<file path="src/rtl/fb_write_arbiter.sv">
// Write-port controller for the 176x144 RGB444 frame buffer. It shares the single
// write port between the camera capture, the clear engine and the CPU write port.
module fb_write_arbiter #(
    parameter int DW     = 12,
    parameter int AW     = 15,
    parameter int WIDTH  = 176,
    parameter int HEIGHT = 144
) (
    input  logic          clk,
    input  logic          srst,
    input  logic          cap_start,
    input  logic          clr_start,
    input  logic [DW-1:0] clr_color,
    input  logic          cam_frame_start,
    input  logic          cam_valid,
    input  logic [DW-1:0] cam_data,
    input  logic          cpu_req,
    input  logic [AW-1:0] cpu_addr,
    input  logic [DW-1:0] cpu_data,
    output logic          cpu_ack,
    output logic          ram_we,
    output logic [AW-1:0] ram_addr,
    output logic [DW-1:0] ram_data,
    output logic          busy,
    output logic          done,
    output logic          err
);

    localparam int            FRAME     = WIDTH * HEIGHT;
    localparam logic [AW-1:0] LAST_ADDR = AW'(FRAME - 1);

    localparam logic [1:0] S_IDLE    = 2'd0;
    localparam logic [1:0] S_ARM     = 2'd1;
    localparam logic [1:0] S_CAPTURE = 2'd2;
    localparam logic [1:0] S_CLEAR   = 2'd3;

    logic [1:0]    state_q, state_d;
    logic [AW-1:0] cnt_q, cnt_d;
    logic [DW-1:0] color_q, color_d;
    logic          cpu_ack_q, cpu_ack_d;
    logic          ram_we_q, ram_we_d;
    logic [AW-1:0] ram_addr_q, ram_addr_d;
    logic [DW-1:0] ram_data_q, ram_data_d;
    logic          busy_q, busy_d;
    logic          done_q, done_d;
    logic          err_q, err_d;

    logic          cam_wr;
    logic          clr_wr;
    logic          cpu_slot;
    logic          cpu_take;
    logic          cpu_in_frame;

    // Port ownership for this cycle. busy_q trails state_q by one cycle, so the
    // first CLEAR cycle (busy_q still 0) is a priming cycle without a write.
    always_comb begin
        cam_wr   = 1'b0;
        clr_wr   = 1'b0;
        cpu_slot = 1'b0;
        case (state_q)
            S_IDLE: begin
                cpu_slot = 1'b1;
            end
            S_ARM: begin
                cam_wr   = cam_frame_start && cam_valid;
                cpu_slot = !cam_wr;
            end
            S_CAPTURE: begin
                cam_wr   = cam_valid && !cam_frame_start;
                cpu_slot = !cam_valid;
            end
            S_CLEAR: begin
                clr_wr = busy_q;
            end
            default: begin
                cpu_slot = 1'b0;
            end
        endcase
    end

    assign cpu_take     = cpu_req && !cpu_ack_q && cpu_slot;
    assign cpu_in_frame = (cpu_addr <= LAST_ADDR);

    always_comb begin
        state_d = state_q;
        cnt_d   = cnt_q;
        color_d = color_q;
        err_d   = err_q;
        case (state_q)
            S_IDLE: begin
                if (clr_start) begin
                    state_d = S_CLEAR;
                    cnt_d   = '0;
                    color_d = clr_color;
                    err_d   = 1'b0;
                end else if (cap_start) begin
                    state_d = S_ARM;
                    err_d   = 1'b0;
                end
            end
            S_ARM: begin
                if (cam_frame_start) begin
                    state_d = S_CAPTURE;
                    cnt_d   = cam_valid ? AW'(1) : '0;
                end
            end
            S_CAPTURE: begin
                if (cam_frame_start) begin
                    // A new frame began before this one filled the buffer.
                    err_d   = 1'b1;
                    state_d = S_IDLE;
                end else if (cam_valid) begin
                    if (cnt_q == LAST_ADDR) begin
                        state_d = S_IDLE;
                    end else begin
                        cnt_d = cnt_q + AW'(1);
                    end
                end
            end
            S_CLEAR: begin
                if (clr_wr) begin
                    if (cnt_q == LAST_ADDR) begin
                        state_d = S_IDLE;
                    end else begin
                        cnt_d = cnt_q + AW'(1);
                    end
                end
            end
            default: begin
                state_d = S_IDLE;
            end
        endcase
    end

    // Write mux with clear > camera > CPU priority; out-of-frame CPU writes are
    // acknowledged but leave the port idle.
    always_comb begin
        ram_we_d   = 1'b0;
        ram_addr_d = ram_addr_q;
        ram_data_d = ram_data_q;
        if (clr_wr) begin
            ram_we_d   = 1'b1;
            ram_addr_d = cnt_q;
            ram_data_d = color_q;
        end else if (cam_wr) begin
            ram_we_d   = 1'b1;
            ram_addr_d = (state_q == S_ARM) ? '0 : cnt_q;
            ram_data_d = cam_data;
        end else if (cpu_take && cpu_in_frame) begin
            ram_we_d   = 1'b1;
            ram_addr_d = cpu_addr;
            ram_data_d = cpu_data;
        end
    end

    // done fires on the first idle cycle after an operation, which is also
    // when busy (one cycle behind state) drops.
    always_comb begin
        cpu_ack_d = cpu_take;
        busy_d    = (state_q != S_IDLE);
        done_d    = (state_q == S_IDLE) && busy_q;
    end

    always_ff @(posedge clk) begin
        if (srst) begin
            state_q    <= S_IDLE;
            cnt_q      <= '0;
            color_q    <= '0;
            cpu_ack_q  <= 1'b0;
            ram_we_q   <= 1'b0;
            ram_addr_q <= '0;
            ram_data_q <= '0;
            busy_q     <= 1'b0;
            done_q     <= 1'b0;
            err_q      <= 1'b0;
        end else begin
            state_q    <= state_d;
            cnt_q      <= cnt_d;
            color_q    <= color_d;
            cpu_ack_q  <= cpu_ack_d;
            ram_we_q   <= ram_we_d;
            ram_addr_q <= ram_addr_d;
            ram_data_q <= ram_data_d;
            busy_q     <= busy_d;
            done_q     <= done_d;
            err_q      <= err_d;
        end
    end

    assign cpu_ack  = cpu_ack_q;
    assign ram_we   = ram_we_q;
    assign ram_addr = ram_addr_q;
    assign ram_data = ram_data_q;
    assign busy     = busy_q;
    assign done     = done_q;
    assign err      = err_q;

endmodule
</file>
<file path="config.mk">
export PLATFORM = sky130hd
export DESIGN_NAME = fb_write_arbiter
export DESIGN_NICKNAME = d
export VERILOG_FILES = /design/src/rtl/fb_write_arbiter.sv
export SDC_FILE = /design/constraint.sdc
export NUM_CORES = 1
export LEC_CHECK = 0
export CORE_MARGIN = 5
export CORE_UTILIZATION = 51
export DETAILED_ROUTE_END_ITERATION = 8
export PLACE_DENSITY = 0.89
export SETUP_SLACK_MARGIN = 0.5
export SLEW_MARGIN = 0
export SYNTH_ARGS = -nofsm -noshare
export SYNTH_HDL_FRONTEND = slang
export SYNTH_SLANG_ARGS = --single-unit
export TNS_END_PERCENT = 50
</file>
<file path="constraint.sdc">
create_clock -name clk -period 3.7 [get_ports clk]
set_input_delay 0.37 -clock clk [delete_from_list [all_inputs] [get_ports clk]]
set_output_delay 0.37 -clock clk [all_outputs]
set_load 0.01 [all_outputs]
</file>
==> qor.txt <==
outcome - finished, final reports clean
PortBufs - 89
Switching Share - 37.2%
CP Buf/Inv Count - 2
post-synthesis cell area - 3030 um^2
Pins Over Slew Limit - 0
worst hold path type - reg2reg
post-synthesis register bit count - 61
maximum clock rate - 375 MHz
final wirelength - 8.61 mm
DP HPWL - 6.09 mm
Cell Int Power - 1.70 mW
WS Path Type - reg2reg
number of distinct library cells after synthesis - 48
share of the synthesized area in the top cell type - 40.4%
fillers - 461
worst hold start - color_q[10]
Layout area overhead - 36.4%
largest family of logic cells by synthesized area - simple AND/OR/NAND/NOR gates
placed inst area - 3930 um^2
Avg Inst Size Synth - 8.15 um^2
Post-synth ARST share - 0%
reg2reg end - ram_addr[3]
Setup TNS - 0 ns
static leakage - 1.48 nW
Largest delay share family, worst path - compound AO/OA/AOI/OAI gates
Synth area leaders - dfxtp_1 (40%), nand2_1 (8.2%), a221oi_1 (4.3%), a311o_1 (4.0%), a21oi_1 (3.8%)
most common cell after layout, fill and taps aside - clkdlybuf4s50_1
Die Span Y - 87.0 um
worst r2r src - state_q[0]
Worst setup SP type - flip-flop
max cap viols - 0
Crit path required time - 3.94 ns
Reg clk slew, reported paths - 0.07 ns
Detail Route Antenna Nets - 0
die area - 7570 um^2
EDFF count, synth - 0
Worst slew margin - 45.0%
CTS Buf Count - 9
cts repair resizes - 0
gr ovfl total - 0
Wirelength per Cell - 16.3 um
clk_skew - 0.00832 ns
Clock Sinks - 61
commonest cells after routing, fill and taps aside - clkdlybuf4s50_1 (88), nand2_1 (66), dfxtp_1 (61), nor2_1 (25), a21oi_1 (23)
gr busiest metal - met2
Vias per Instance - 5.88
pwr dens - 656 nW/um^2
Clock Path Buffers - 2
vias - 3117
Root Buffer - clkbuf_8
antenna violations before repair - 0
Largest stage delay, worst path - 0.54 ns
Worst Tran Pin Value - 0.822 ns
ratio of cells with drive above 1 in the final layout - 5.93%
crit path DAT - 2.91 ns
CTS hold repair buffers - 0
Routability Congestion - 0.892
setup ws final - 1.03 ns
period utilization - 72.1%
Crit-path slowest cell - o21a_1
Post-route DRC - 0
first-pass GRT wire length - 14.1 mm
cells after synthesis - 371
# Post-CTS Setup Buffers - 0
clk_lat worst skew - 0.34 ns
Psw - 1.01 mW
xor and xnor fraction of the mapped netlist area - 0.868%
largest fanout on the critical path - 54
CTS tree - yes
hold endpoint - color_q[10]
overall power - 2.70 mW
R2R setup slack - 1.03 ns
grt met2 use - 40.9%
GRT Util Overall - 23.6%
maximum VDD drop - 0.424 mV
largest net degree at the start of global routing - 55
DRT Pass-1 Iters - 5
pre-CTS setup slack - 0.814 ns
post-synthesis mux area share - 0.331%
fraction of the mapped netlist area in adder cells - 2.07%
Comb pwr share - 44.2%
min Tclk post-route - 2.67 ns
Die X - 87.0 um
Critical Path Sink Type - flip-flop
CP most frequent cell - o21a_1
cell depth of the worst flop-to-flop path - 8
Ys Warns - 0
CTS H-tree lvls - 3
vias in the first global route - 3029
Iter 0 DRT Violations - 208
Synth Area in Simple Gates - 28.3%
Final Hold Fails - 0
worst hold stages - 2
Setup violations, final - 0
Ports - 90
met1 Track Usage GR - 27.3%
Syn Nets - 434
register share of total power - 34.3%
met3 Usage GRT - 7.28%
cell taking the most area after synthesis - dfxtp_1
CP Cell Sequence - inv_1 > ha_1 > mux2i_1 > o21a_1 > o21a_1 > buf_4 > a221oi_1 > nor3_1
Synth Flop Type - dfxtp_1
# diodes - 0
Initial Util - 51.7%
clock share of power - 21.6%
Final Instance Area - 4130 um^2
row count - 28
RSZ-0062 raised after global routing - no
sequential element share of the synthesized area - 40.4%
core outline area - 5850 um^2
fin nets - 513
Compound-Gate Fraction of Synth Area - 23.9%
## how the worst max path moves through the flow
stage,to,start,slack (ns),cells after the start
floorplan,cnt_q[11],state_q[1],1.54,7
global placement,ram_addr[12],cam_frame_start,0.99,7
detailed placement,ram_addr[3],cam_frame_start,0.81,7
CTS,ram_addr[3],state_q[0],1.04,8
global route,ram_addr[3],state_q[0],0.79,8
finish,ram_addr[3],state_q[0],1.03,8
## sequential cells by signal, indices dropped and copies added, names as in the netlist
name / flops
state_q: 2
err: 1
ram_we: 1
busy: 1
ram_addr: 15
cnt_q: 15
done: 1
color_q: 12
ram_data: 12
cpu_ack: 1
## logic make-up (layout without fill, tap and decap cells)
| group | Yosys count | after routing |
|---|---|---|
| AND/OR/NAND/NOR | 171 | 171 |
| AO/OA/AOI/OAI | 99 | 99 |
| flip-flops | 61 | 61 |
| buffers and inverters | 31 | 115 |
| adder cells (fa/ha/maj) | 5 | 5 |
| XOR/XNOR | 3 | 3 |
| multiplexers | 1 | 1 |
## tightest hold or removal path, delay by kind of cell (launching register included)
| family | cells | cell delay [ns] |
|---|---|---|
| AOI/OAI and AO/OA | 1 | 0.05 |
| DFF | 1 | 0.31 |
| and+or+nand+nor | 1 | 0.05 |
## area by class of cell
class                      count  area [um^2]  area share, %
sequential                    61         1220           29.6
inverter                       6         22.5          0.546
timing repair buffer          93          916           22.2
clock buffer                  12          145           3.52
multi-input combinational    279         1680           40.7
clock inverter                 4         47.5           1.15
tap                           75         93.8           2.27
## synthesized netlist by cell type (7+ instances only)
cell	count
dfxtp_1	61
clkbuf_1	22
a311o_1	12
o21ai_0	18
nor2_1	25
nand2_1	66
nand3b_1	12
nor3_1	17
a221oi_1	15
nor2b_1	17
nand3_1	7
a21oi_1	23
## power by group through the flow
stage	Sequential [mW]	Clock [mW]	Combinational [mW]
floorplan	0.973	0	0.677
global placement	0.927	0	1.15
detailed placement	0.933	0	1.19
CTS	0.925	0.592	1.20
global route	0.947	0.621	1.32
finish	0.927	0.584	1.19
## through the flow
stage          std cells  util [%]  hold slack (ns)
2_1_floorplan        371         -            0.437
6_report             530      70.5            0.459
3_3_place_gp         514      67.2            0.444
5_1_grt              530      70.5            0.474
4_1_cts              530      70.5            0.462
3_5_place_dp         514      67.2            0.452
## routing by layer
layer	vias up	part of all wire (%)
met5	-	0
met1	1450	38
met2	147	51
met3	13	9.1
li1	1507	-
met4	0	1.5
Note: power is estimated with default switching activity, not from simulation.
